[config.mk]
export PLATFORM = sky130hd
export DESIGN_NAME = bist_seq_ctrl
export DESIGN_NICKNAME = d
export VERILOG_FILES = /design/src/rtl/bist_seq_ctrl.sv
export SDC_FILE = /design/constraint.sdc
export NUM_CORES = 1
export LEC_CHECK = 0
export CAP_MARGIN = 15
export CORE_ASPECT_RATIO = 1.4
export CORE_MARGIN = 8
export CORE_UTILIZATION = 50
export CTS_CLUSTER_SIZE = 25
export DETAILED_ROUTE_END_ITERATION = 8
export DONT_BUFFER_PORTS = 1
export GPL_TIMING_DRIVEN = 0
export PLACE_DENSITY_LB_ADDON = 0.15
export SETUP_SLACK_MARGIN = 0.15
export SYNTH_ARGS = -nofsm -noshare
export SYNTH_HDL_FRONTEND = slang
export SYNTH_SLANG_ARGS = --single-unit
[constraint.sdc]
create_clock -name CK -period 1.85 [get_ports CK]
set_clock_uncertainty 0.1 [all_clocks]
set_input_delay 0.2775 -clock CK [delete_from_list [all_inputs] [get_ports CK]]
set_output_delay 0.2775 -clock CK [all_outputs]
set_load 0.02 [all_outputs]
[src/rtl/bist_seq_ctrl.sv]
// -----------------------------------------------------------------------------
// bist_seq_ctrl
//
// Logic-BIST sequencer for multi-chain scan designs. An LFSR test-pattern
// generator supplies scan-in data to N_CHAINS chains. The sequencer runs
// N_PATTERNS shift/capture rounds of CHAIN_LEN shift cycles each, then performs
// one more CHAIN_LEN-cycle unload. Scan-out responses are compacted in a MISR.
// The final signature is compared against GOLDEN_SIG to produce a pass/fail
// verdict.
//
// Parameter constraints: LFSR_W >= N_CHAINS, MISR_W >= N_CHAINS, and
// LFSR_SEED must be nonzero.
//
// Ports
//   CK          in   clock; every state update happens on the rising edge
//   BIST_reset  in   asynchronous, active-high reset
//   bist_start  in   start request; honoured only in IDLE or DONE
//   so_in       in   [N_CHAINS] scan-out bits from the chains
//   scan_en     out  scan-shift enable (high in SHIFT and UNLOAD)
//   tpg_out     out  [N_CHAINS] scan-in data = lfsr[N_CHAINS-1:0]
//   bist_busy   out  high in SHIFT, CAPTURE, UNLOAD and COMPARE
//   bist_done   out  high in DONE
//   bist_pass   out  verdict; valid while bist_done = 1
//   signature   out  [MISR_W] current MISR contents
//   pattern_cnt out  [$clog2(N_PATTERNS+1)] number of patterns captured
// -----------------------------------------------------------------------------
module bist_seq_ctrl #(
    parameter int                N_CHAINS   = 7,
    parameter int                CHAIN_LEN  = 33,
    parameter int                N_PATTERNS = 100,
    parameter int                LFSR_W     = 16,
    parameter logic [LFSR_W-1:0] LFSR_TAPS  = 16'hB400,
    parameter logic [LFSR_W-1:0] LFSR_SEED  = 16'h0001,
    parameter int                MISR_W     = 16,
    parameter logic [MISR_W-1:0] MISR_TAPS  = 16'hB400,
    parameter logic [MISR_W-1:0] GOLDEN_SIG = 16'h0000
) (
    input  logic                              CK,
    input  logic                              BIST_reset,
    input  logic                              bist_start,
    input  logic [N_CHAINS-1:0]               so_in,
    output logic                              scan_en,
    output logic [N_CHAINS-1:0]               tpg_out,
    output logic                              bist_busy,
    output logic                              bist_done,
    output logic                              bist_pass,
    output logic [MISR_W-1:0]                 signature,
    output logic [$clog2(N_PATTERNS+1)-1:0]   pattern_cnt
);

    localparam int CNT_W = $clog2(N_PATTERNS + 1);
    localparam int SH_W  = (CHAIN_LEN > 1) ? $clog2(CHAIN_LEN) : 1;

    typedef enum logic [2:0] {
        S_IDLE,
        S_SHIFT,
        S_CAPTURE,
        S_UNLOAD,
        S_COMPARE,
        S_DONE
    } state_t;

    state_t              r_state;
    state_t              w_state_nxt;

    logic [LFSR_W-1:0]   r_lfsr;
    logic [MISR_W-1:0]   r_misr;
    logic [CNT_W-1:0]    r_pattern_cnt;
    logic [SH_W-1:0]     r_shift_cnt;
    logic                r_pass;
    logic                r_first;    // set while the first pattern is shifted in

    logic                w_start_run;
    logic                w_shifting;
    logic                w_misr_step;
    logic                w_capture;
    logic                w_set_pass;
    logic                w_last_shift;

    logic                w_lfsr_fb;
    logic [LFSR_W-1:0]   w_lfsr_nxt;
    logic                w_misr_fb;
    logic [MISR_W-1:0]   w_misr_nxt;

    // -------------------------------------------------------------------------
    // Next-value logic for the TPG and the compactor
    // -------------------------------------------------------------------------
    assign w_lfsr_fb  = ^(r_lfsr & LFSR_TAPS);
    assign w_lfsr_nxt = {r_lfsr[LFSR_W-2:0], w_lfsr_fb};

    assign w_misr_fb  = ^(r_misr & MISR_TAPS);
    assign w_misr_nxt = {r_misr[MISR_W-2:0], w_misr_fb} ^ MISR_W'(so_in);

    assign w_last_shift = (r_shift_cnt == SH_W'(CHAIN_LEN - 1));

    // -------------------------------------------------------------------------
    // FSM state register
    // -------------------------------------------------------------------------
    // NOTE: registers are written with non-blocking assignments so every flop
    // samples pre-edge values, independent of statement order across blocks.
    always_ff @(posedge CK or posedge BIST_reset) begin
        if (BIST_reset) begin
            r_state <= S_IDLE;
        end else begin
            r_state <= w_state_nxt;
        end
    end

    // -------------------------------------------------------------------------
    // FSM next state and datapath controls
    // -------------------------------------------------------------------------
    // NOTE: every signal driven here gets a default before the case statement,
    // so that no path leaves a signal unassigned and infers a latch.
    always_comb begin
        w_state_nxt = r_state;
        w_start_run = 1'b0;
        w_shifting  = 1'b0;
        w_misr_step = 1'b0;
        w_capture   = 1'b0;
        w_set_pass  = 1'b0;

        case (r_state)
            S_IDLE, S_DONE: begin
                if (bist_start) begin
                    w_start_run = 1'b1;
                    w_state_nxt = S_SHIFT;
                end
            end
            S_SHIFT: begin
                w_shifting = 1'b1;
                // The chains still hold power-up garbage while the first
                // pattern goes in, so those responses are not compacted.
                w_misr_step = ~r_first;
                if (w_last_shift) begin
                    w_state_nxt = S_CAPTURE;
                end
            end
            S_CAPTURE: begin
                w_capture = 1'b1;
                // Compare against N_PATTERNS-1: the count is incremented on
                // this same edge.
                if (r_pattern_cnt == CNT_W'(N_PATTERNS - 1)) begin
                    w_state_nxt = S_UNLOAD;
                end else begin
                    w_state_nxt = S_SHIFT;
                end
            end
            S_UNLOAD: begin
                w_shifting  = 1'b1;
                w_misr_step = 1'b1;
                if (w_last_shift) begin
                    w_state_nxt = S_COMPARE;
                end
            end
            S_COMPARE: begin
                w_set_pass  = 1'b1;
                w_state_nxt = S_DONE;
            end
            default: begin
                w_state_nxt = S_IDLE;
            end
        endcase
    end

    // -------------------------------------------------------------------------
    // Datapath: TPG, MISR, counters and verdict
    // -------------------------------------------------------------------------
    always_ff @(posedge CK or posedge BIST_reset) begin
        if (BIST_reset) begin
            r_lfsr        <= LFSR_SEED;
            r_misr        <= '0;
            r_pattern_cnt <= '0;
            r_shift_cnt   <= '0;
            r_pass        <= 1'b0;
            r_first       <= 1'b0;
        end else if (w_start_run) begin
            r_lfsr        <= LFSR_SEED;
            r_misr        <= '0;
            r_pattern_cnt <= '0;
            r_shift_cnt   <= '0;
            r_pass        <= 1'b0;
            r_first       <= 1'b1;
        end else begin
            if (w_shifting) begin
                // The LFSR also runs through UNLOAD; its content is unused there.
                r_lfsr      <= w_lfsr_nxt;
                r_shift_cnt <= w_last_shift ? '0 : r_shift_cnt + 1'b1;
            end
            if (w_misr_step) begin
                r_misr <= w_misr_nxt;
            end
            if (w_capture) begin
                r_pattern_cnt <= r_pattern_cnt + 1'b1;
                r_first       <= 1'b0;
            end
            if (w_set_pass) begin
                r_pass <= (r_misr == GOLDEN_SIG);
            end
        end
    end

    // -------------------------------------------------------------------------
    // Outputs: registers or decodes of the registered state only
    // -------------------------------------------------------------------------
    assign scan_en     = (r_state == S_SHIFT) || (r_state == S_UNLOAD);
    assign bist_busy   = (r_state == S_SHIFT) || (r_state == S_CAPTURE) ||
                         (r_state == S_UNLOAD) || (r_state == S_COMPARE);
    assign bist_done   = (r_state == S_DONE);
    assign bist_pass   = r_pass;
    assign tpg_out     = r_lfsr[N_CHAINS-1:0];
    assign signature   = r_misr;
    assign pattern_cnt = r_pattern_cnt;

endmodule
After elaboration in Yosys (flattened, before gate mapping)
Index checks and enable logic that the tools add are counted.
{"block": "totals", "in_bits": 10, "out_inout_bits": 34, "wordCells": 60, "reg_bits": 50}
{"block": "op_classes", "eq_ne": 10, "reduce_logical": 15, "n_bitwise": 2, "addsub": 2, "mux": 24}
{"cell": "$mux W16", "count": 4}
{"cell": "$reduce_xor A16 Y1", "count": 2}
{"cell": "$mux W6", "count": 3}
{"cell": "$logic_not A16 Y1", "count": 1}
{"cell": "$xor A16 B7 Y16", "count": 1}
{"cell": "$pmux W3 S5", "count": 1}
{"cell": "$mux W7", "count": 2}
{"cell": "$mux W1", "count": 9}
{"cell": "$mux W3", "count": 3}
{"cell": "$reduce_bool A2 Y1", "count": 4}
{"cell": "$add A7 B1 Y7 const B", "count": 1}
{"cell": "$eq A7 B7 Y1 const B", "count": 1}
{"cell": "$add A6 B1 Y6 const B", "count": 1}
{"cell": "$eq A3 B2 Y1 const B", "count": 2}
{"cell": "$eq A3 B3 Y1 const B", "count": 2}
{"cell": "$eq A6 B6 Y1 const B", "count": 1}
{"cell": "$ne A2 B2 Y1 const B", "count": 3}
{"cell": "$logic_or A1 B1 Y1", "count": 4}
{"cell": "$reduce_or A2 Y1", "count": 2}
{"cell": "$eq A3 B1 Y1 const B", "count": 1}
{"cell": "$logic_not A3 Y1", "count": 1}
{"cell": "$reduce_and A3 Y1", "count": 1}
{"cell": "$mux W2", "count": 1}
{"cell": "$pmux W1 S2", "count": 1}
{"cell": "$not A1 Y1", "count": 1}

Depth between registers and ports, before layout
Gate-level depths: netlist (run 1).
{"block": "logic_depth", "ltp_word": 5, "depth_mapped": 7, "depth_no_buf": 6}

Least setup slack after synthesis (run 1)
No wires, ideal clock.
{"block": "synth_timing", "path_kind": "reg-to-reg", "start": "register r_shift_cnt[0]", "end": "register r_state[0]", "required_time_ns": 1.623, "path_stages_with_launch": 7, "setup_slack_ns": 0.352, "n_path_buf": 0, "t_arrival_ns": 1.270, "setup_time_ns": 0.127, "synth_period_minus_slack_ns": 1.498, "cell_sequence": "dfrtp_1 -> inv_1 -> ha_1 -> nor2b_1 -> and4_1 -> a211oi_1 -> or2_2"}
{"block": "synth_via", "elab_chain_len": 3, "word_cells_on_any_way": 4, "classes_between": "eq/ne (3); reduce/logical (1)"}
{"element": "from (decl)", "line": "69", "rtl": "logic [SH_W-1:0] r_shift_cnt;"}
{"element": "from (signal assigned)", "line": "187", "rtl": "r_shift_cnt <= w_last_shift ? '0 : r_shift_cnt + 1'b1;"}
{"element": "$eq A6 B6 Y1 *", "line": "94", "rtl": "assign w_last_shift = (r_shift_cnt == SH_W'(CHAIN_LEN - 1));"}
{"element": "$ne A2 B2 Y1 (no source line)"}
{"element": "$reduce_and A3 Y1 (no source line) *"}
{"element": "to (signal assigned)", "line": "105", "rtl": "r_state <= w_state_nxt;"}
{"element": "to (decl)", "line": "63", "rtl": "state_t r_state;"}
Every way passes the cells marked *; elsewhere a longest branch is shown, timed or not.
A chain may end at the register's enable or synchronous reset.

Worst setup path after layout (run 1)
{"block": "layout_timing", "start": "register r_state[0]", "end": "output port bist_busy"}
{"block": "layout_via", "elab_chain_len": 4, "word_cells_on_any_way": 7, "classes_between": "eq/ne (4); reduce/logical (3)"}
{"element": "$eq A3 B1 Y1 or $eq A3 B2 Y1 (tied branches)", "line": "206", "rtl": "assign bist_busy = (r_state == S_SHIFT) || (r_state == S_CAPTURE) ||"}
{"element": "$logic_or A1 B1 Y1 (2 in series)", "line": "206"}
{"element": "$logic_or A1 B1 Y1 *", "line": "207", "rtl": "(r_state == S_UNLOAD) || (r_state == S_COMPARE);"}
{"element": "to (decl)", "line": "44", "rtl": "output logic bist_busy,"}
Marked as above.

==> results.cfg, run 1 <==
[cells_and_area]
fin_cells = 346
final_common_cell = nand2_1
final_nets = 293
synthToLayoutAreaGrowth_pct = 14.6
layout_common_cells = 56 x nand2_1, 48 x dfrtp_1, 22 x a21oi_1
diodes = 0
drive_gt1_share_pct = 23.2

[sta]
rsz0062_at_grt = true
max_slew_margin_pct = 76.7
hold_violations = 0
min_period_ps = 1660
finalSetupTns_ps = 0
max_freq_ghz = 0.601
setup_viol = 0
period_share_pct = 90.0
tightest_slew_ps = 349
final_max_slew_viol_count = 0

[synth]
netlist_area_um2 = 2570
syn_inst = 260
ys_seq_elements = 50
yosys_warnings = 0
yosys-top-cells-area = dfrtp_1 48%, nand2_1 8.2%, xnor2_1 4.8%, a21oi_1 4.3%, a211oi_2 3.4%
synth_top_area_share_pct = 47.7
yosys.cell_types.count = 41
yosysTopAreaCell = dfrtp_1
syn_area_per_cell_um2 = 9.89
syn_nets = 274
seq_area_frac_synth_pct = 48.7

[die]
die_y_um = 101
start_util_pct = 50.6
die_w_um = 76.6
fp.dieArea_um2 = 7730
core_um2 = 5080
rows = 31
io_pins = 44

[global_routing]
grt_util_all_layers_pct = 14.4
grt_first_pass_wirelength_mm = 9.05
grt_pass1_vias = 1847
grt_antenna_before_repair = 0
grt_max_degree = 39
grt_overflow = 0

[drt]
drc = 0
drt-wirelength-per-cell_um = 15.6
ant_nets = 0
viasPerCell = 5.27
initialDrtViolationCount = 88
wl_mm = 5.40
num_vias = 1825
dr.pass1.iters = 4

[clock_network]
cts-root-buf = clkbuf_8
clk_pin_slew_worst_paths_ps = 90
cts_tree = built
cts_buffers = 5
clk_path_buf_depth = 2
insertion_delay_ps = 320
cts_max_level = 2
clock-sinks = 50

[power]
p_sw_share_pct = 43.1
seq_power_share_pct = 44.8
power.leakage_nw = 1.27
max-vdd-ir-drop_mv = 1.00
p_per_area_nw_per_um2 = 1840
p_comb_share_pct = 40.6
switching_power_w = 0.00233
power.share.clock_pct = 14.6
p_int_w = 0.00309

[hold_path]
hp-start = bist_start
holdPathEnd = r_state[2]
hold_depth = 2
min-delay-path-class = in -> reg

[setup_path]
cp.arrival_ps = 1290
r2r_cells = 6
critPathSlowestCell = dfrtp_1
cp_top_family = flip-flops
critPathMaxStageDelay_ps = 370
end_kind = output port
worstPathCellList = buf_4 > nor2_1 > xnor2_2
worstPathMaxFanout = 10
r2r-start = r_shift_cnt[0]
critical_path_class = reg -> out
crit_buf_inv = 1
required_ps = 1470
r2r_end = r_state[0]
cp-start-kind = flip-flop
rrSetupSlack_ps = 220

[run_status]
status = finished, final reports clean

[placement]
dp_hpwl_mm = 3.70
gp_congestion = 0.701
portBuffers = 0
place_inst = 327

[flow_run]
drv_cap = 0
[layer usage]
metal  GRT usage, %  share of wire, %
met3           5.09               5.0
met1           15.2                41
met4           4.46               1.2
met2           26.0                53
met5              0                 0
[what timing repair did]
action | in CTS | in global routing
resized for setup | 7 | 6
endpoints found under the hold margin | 14 | 0
gates cloned | 0 | 1
pin swaps | 0 | 2
hold buffers | 1 | 0
buffers inserted | 3 | 6
setup endpoints to repair | 3 | 17
[metrics by stage]
step | power [W] | worst slack, ps | area [um2] | util [%] | hold slack (ps)
final | 0.00542 | 185 | 2950 | 58.0 | 65.3
after floorplan | 0.00406 | 273 | 2570 | - | 363
after global routing | 0.00583 | 119 | 2950 | 58.0 | 58.1
after CTS | 0.00539 | 139 | 2850 | 56.1 | 51.3
after global placement | 0.00445 | -328 | 2660 | 52.3 | 368
after detailed placement | 0.00452 | 235 | 2680 | 52.6 | 27.0
[cell families after synthesis]
| logic type | count (synthesis) | share of synthesized area [%] |
|---|---|---|
| buffers and inverters | 31 | 8.22 |
| AOI/OAI and AO/OA | 49 | 13.7 |
| DFF | 50 | 48.7 |
| adders and majority gates | 6 | 2.77 |
| and+or+nand+nor | 101 | 18.7 |
| xor gates and xnor gates | 21 | 7.15 |
| muxes | 2 | 0.827 |
[cell type report]
cell class | count | area (um2)
clock buffer | 5 | 68.8
tap | 66 | 82.6
clock inverter | 3 | 43.8
buffer | 20 | 191
sequential | 50 | 1250
fill | 452 | 2130
timing repair buffer | 12 | 135
multi-input combinational | 179 | 1130
inverter | 11 | 43.8
[power groups by stage]
stage	Clock [W]	Sequential [W]	Combinational, W
after CTS	0.000816	0.00244	0.00213
after floorplan	0	0.00231	0.00176
after global routing	0.000843	0.00252	0.00246
after detailed placement	0	0.00246	0.00206
after global placement	0	0.00244	0.00201
final	0.000792	0.00243	0.00220
[worst max-delay path by stage]
| stage | from | endpoint | depth (start not counted) |
|---|---|---|---|
| 2_1_floorplan | BIST_reset | bist_pass | 1 |
| 3_3_place_gp | BIST_reset | pattern_cnt[2] | 1 |
| 3_5_place_dp | r_shift_cnt[1] | r_state[0] | 6 |
| 4_1_cts | r_state[2] | bist_done | 3 |
| 5_1_grt | r_state[0] | bist_busy | 3 |
| 6_report | r_state[0] | bist_busy | 3 |
[flip-flops by register name, summed over array words and instances, names as in the netlist]
register,flops
r_shift_cnt,6
r_lfsr,16
bist_pass,1
r_state,3
pattern_cnt,7
signature,16
r_first,1
[Yosys cell counts]
| library cell | instances |
|---|---|
| nand2_1 | 56 |
| dfrtp_1 | 49 |
| a21oi_1 | 22 |
| nor2_1 | 20 |
| xnor2_1 | 14 |
| buf_4 | 11 |
| inv_1 | 10 |
| o21ai_0 | 8 |
| a211oi_2 | 7 |
| buf_6 | 7 |
| xor2_1 | 7 |
| nand4_1 | 5 |
| ha_1 | 4 |
| nand3_1 | 4 |
| a21oi_2 | 3 |
| nor4_1 | 3 |
| a31oi_1 | 2 |
| and3_1 | 2 |
| nand2b_4 | 2 |
| nor2b_1 | 2 |
| nor4b_1 | 2 |
| a211oi_1 | 1 |
| a21oi_4 | 1 |
| a22o_1 | 1 |
| and4_1 | 1 |
| buf_2 | 1 |
| clkbuf_1 | 1 |
| dfstp_2 | 1 |
| inv_2 | 1 |
| maj3_1 | 1 |
| maj3_2 | 1 |
| mux2_2 | 1 |
| mux2i_1 | 1 |
| nor3_1 | 1 |
| nor3_4 | 1 |
| nor3b_4 | 1 |
| o211a_1 | 1 |
| o21ai_4 | 1 |
| o21bai_1 | 1 |
| o311ai_0 | 1 |
| or2_2 | 1 |
(Power assumes the default switching activity.)
==> inputs of run 2 (changes only) <==
CORE_UTILIZATION = 51   (was 50)
==> results.cfg, run 2 (synthesis gave the netlist of run 1 again) <==
[global_routing]
grt_pass1_vias = 1993
grt_antenna_before_repair = 0
grt_overflow = 0
grt_first_pass_wirelength_mm = 9.52
grt_util_all_layers_pct = 15.1
grt_max_degree = 30

[setup_path]
cp.arrival_ps = 1270
critPathSlowestCell = dfrtp_1
rrSetupSlack_ps = 250
worstPathCellList = buf_6 > buf_4 > xnor2_2
cp_top_family = flip-flops
end_kind = output port
cp-start-kind = flip-flop
crit_buf_inv = 2
worstPathMaxFanout = 6
critical_path_class = reg -> out
critPathMaxStageDelay_ps = 390
required_ps = 1470

[power]
power.leakage_nw = 1.24
p_per_area_nw_per_um2 = 1820
max-vdd-ir-drop_mv = 0.860

[placement]
place_ws_ps = 221
placedInstanceArea_um2 = 2670
portBuffers = 0
gp_congestion = 0.721
dp_hpwl_mm = 3.90

[cells_and_area]
seqCellArea_um2 = 1250
final_common_cell = nand2_1
layout_common_cells = 56 x nand2_1, 48 x dfrtp_1, 22 x a21oi_1
final_cell_area_um2 = 2890
final_nets = 290
drive_gt1_share_pct = 22.7
diodes = 0
fill_cells = 404
synthToLayoutAreaGrowth_pct = 12.5
multi_input_area_um2 = 1130

[clock_network]
insertion_delay_ps = 310
clock-sinks = 50
cts_max_level = 2
cts_tree = built
clk_pin_slew_worst_paths_ps = 90
cts-root-buf = clkbuf_8
clk_path_buf_depth = 2
cts_buffers = 5

[sta]
hold_violations = 0
rsz0062_at_grt = true
final_max_slew_viol_count = 0
max_slew_margin_pct = 66.2
min_period_ps = 1650
tightest_slew_ps = 506
worst_slack_ps = 201
setup_viol = 0
period_share_pct = 89.1
max_freq_ghz = 0.606

[flow_run]
drv_cap = 0

[drt]
drt-wirelength-per-cell_um = 16.1
num_vias = 1866
initialDrtViolationCount = 69
viasPerCell = 5.47
wl_mm = 5.51
ant_nets = 0
drc = 0
dr.pass1.iters = 4

[die]
fp.dieArea_um2 = 7610
die_y_um = 100
rows = 30
die_w_um = 76.0
core_um2 = 4840
start_util_pct = 53.1
io_pins = 44

[run_status]
status = finished, final reports clean

[hold_path]
min-delay-path-class = in -> reg
run 2: stage by stage:
| stage | cells | TNS [ps] | hold WS, ps | utilization, % | total power [W] |
|---|---|---|---|---|---|
| CTS | 339 | 0 | 66.5 | 59.0 | 0.00528 |
| floorplan | 260 | 0 | 363 | - | 0.00406 |
| global placement | 324 | -15390 | 371 | 54.8 | 0.00444 |
| finish | 341 | 0 | 74.3 | 59.7 | 0.00526 |
| detailed placement | 325 | 0 | 119 | 55.2 | 0.00452 |
| global route | 341 | 0 | 78.1 | 59.7 | 0.00568 |
run 2: metal layers:
metal	part of all wire [%]	up-vias	track usage, %
met5	0	-	0
met4	1.0	0	4.09
met3	5.6	6	4.38
met2	54	43	28.8
met1	39	926	15.3
li1	-	891	-
run 2: final cells by class:
type	count	share of cell area [%]
Buffer	20	6.44
Clock buffer	6	2.51
Clock inverter	2	0.476
Inverter	11	1.51
Multi-Input combinational cell	179	39.2
Sequential cell	50	43.3
Tap cell	64	2.77
Timing Repair Buffer	9	3.72
run 2: final timing paths:
check                      startpoint              to  depth (start not counted)
max                        r_state[2]       bist_busy                          3
min                        bist_start      r_state[2]                          2
max reg2reg                r_state[2]    signature[9]                          7
min reg2reg                r_lfsr[11]      r_lfsr[12]                          2
max in group asynchronous  BIST_reset  pattern_cnt[0]                          3
min in group asynchronous  BIST_reset       r_lfsr[3]                          2
run 2: power breakdown:
group | leakage (nW) | internal [W] | switching (W) | total (W)
Sequential | 0.602 | 0.00161 | 0.000823 | 0.00243
Clock | 0.0452 | 0.000268 | 0.000382 | 0.000650
Combinational | 0.597 | 0.00106 | 0.00112 | 0.00218
Total | 1.24 | 0.00294 | 0.00233 | 0.00526
run 2: worst reg2reg max path, delay by kind of cell (launching register included):
family                 cells  cell delay (ps)
AOI/OAI and AO/OA          2              310
DFF                        1              390
and+or+nand+nor            2              230
buffers and inverters      3              520
run 2: timing repair:
action / CTS / global route
cloned: 1 / 0
endpoints found under the hold margin: 20 / 0
endpoints found under the setup margin: 3 / 12
hold buffers: 1 / 0
gates resized for setup: 6 / 9
setup buffers: 4 / 2
==> inputs of run 3 (changes only) <==
CORE_UTILIZATION = 48   (was 51)
==> results.cfg, run 3 (synthesis gave the netlist of run 1 again) <==
[run_status]
status = finished, final reports clean

[sta]
period_share_pct = 90.0
tightest_slew_ps = 435
min_period_ps = 1670
final_max_slew_viol_count = 0
max_freq_ghz = 0.601
max_slew_margin_pct = 70.9
hold_violations = 0
rsz0062_at_grt = true
setup_viol = 0

[die]
core_um2 = 5160
rows = 31
io_pins = 44
die_y_um = 103
start_util_pct = 49.9
fp.dieArea_um2 = 7990
die_w_um = 77.9

[drt]
wl_mm = 5.29
drc = 0
dr.pass1.iters = 4
ant_nets = 0
num_vias = 1837
drt-wirelength-per-cell_um = 15.4
viasPerCell = 5.34
initialDrtViolationCount = 106

[clock_network]
cts_max_level = 2
clock-sinks = 50
cts_buffers = 5
clk_path_buf_depth = 2
cts_tree = built
insertion_delay_ps = 300
cts-root-buf = clkbuf_8
clk_pin_slew_worst_paths_ps = 90

[hold_path]
min-delay-path-class = in -> reg
hold_depth = 2

[placement]
dp_hpwl_mm = 3.70
gp_congestion = 0.702
placedInstanceArea_um2 = 2680
portBuffers = 0

[power]
finalPower_w = 0.00523
max-vdd-ir-drop_mv = 0.799
p_per_area_nw_per_um2 = 1810
power.leakage_nw = 1.24

[setup_path]
cp_top_family = flip-flops
required_ps = 1470
crit_buf_inv = 1
r2r_cells = 7
end_kind = output port
worstPathCellList = buf_4 > nor2_1 > xnor2_2
cp.depth = 3
critPathSlowestCell = dfrtp_1
cp-start-kind = flip-flop
worstPathMaxFanout = 10
critical_path_class = reg -> out
cp.arrival_ps = 1290
critPathMaxStageDelay_ps = 370

[global_routing]
grt_pass1_vias = 1806
grt_util_all_layers_pct = 13.8
grt_max_degree = 36
grt_antenna_before_repair = 0
grt_first_pass_wirelength_mm = 8.80
grt_overflow = 0

[cells_and_area]
final_nets = 291
layout_common_cells = 56 x nand2_1, 49 x dfrtp_1, 22 x a21oi_1
synthToLayoutAreaGrowth_pct = 12.5
fill_cells = 461
diodes = 0
drive_gt1_share_pct = 21.2
final_cell_area_um2 = 2890
final_common_cell = nand2_1

[flow_run]
drv_cap = 0
## run 3: layout make-up
type	instances	area [um2]	area share [%]
sequential	50	1250	43.3
clock inverter	1	7.51	0.259
multi-input combinational	179	1130	39.0
inverter	11	43.8	1.51
tap	66	82.6	2.85
clock buffer	7	76.3	2.64
buffer	20	194	6.70
timing repair buffer	10	108	3.72
## run 3: what timing repair did
action | in CTS | in global routing
gates resized for setup | 7 | 4
buffers inserted | 4 | 3
setup endpoints to repair | 3 | 14
endpoints found under the hold margin | 14 | 0
cloned | 0 | 1
hold buffers | 1 | 0
## run 3: worst paths after layout
| check | from | endpoint | slack (ps) |
|---|---|---|---|
| max in group asynchronous | BIST_reset | r_state[2] | 850 |
| hold / removal | so_in[1] | signature[1] | 80 |
| min in group asynchronous | BIST_reset | r_lfsr[3] | 300 |
| hold reg to reg | r_lfsr[0] | r_lfsr[1] | 420 |
| setup / recovery | r_state[0] | bist_busy | 180 |
| setup reg to reg | r_state[2] | signature[3] | 230 |
## run 3: per-layer routing
layer,wire (um),share of wire (%),track usage [%]
met4,80,1.5,5.69
met2,2850,54,24.6
met1,2100,40,14.7
met3,257,4.9,4.36
met5,0,0,0
## run 3: report_power, final
group	total [W]	internal (W)	leakage, nW	switching, W
logic	0.00219	0.00107	0.593	0.00112
clock network	0.000623	0.000268	0.0385	0.000354
registers	0.00242	0.00161	0.604	0.000811
total	0.00523	0.00295	1.24	0.00229
## run 3: metrics by stage
stage	instances	setup WS [ps]	utilization (%)	hold slack (ps)	TNS, ps
after global routing	344	108	56.1	72.4	0
after global placement	326	-359	51.5	371	-17430
after detailed placement	327	251	51.9	51.9	0
after CTS	340	143	54.9	68.2	0
final	344	185	56.1	84.2	0
after floorplan	260	273	-	363	0
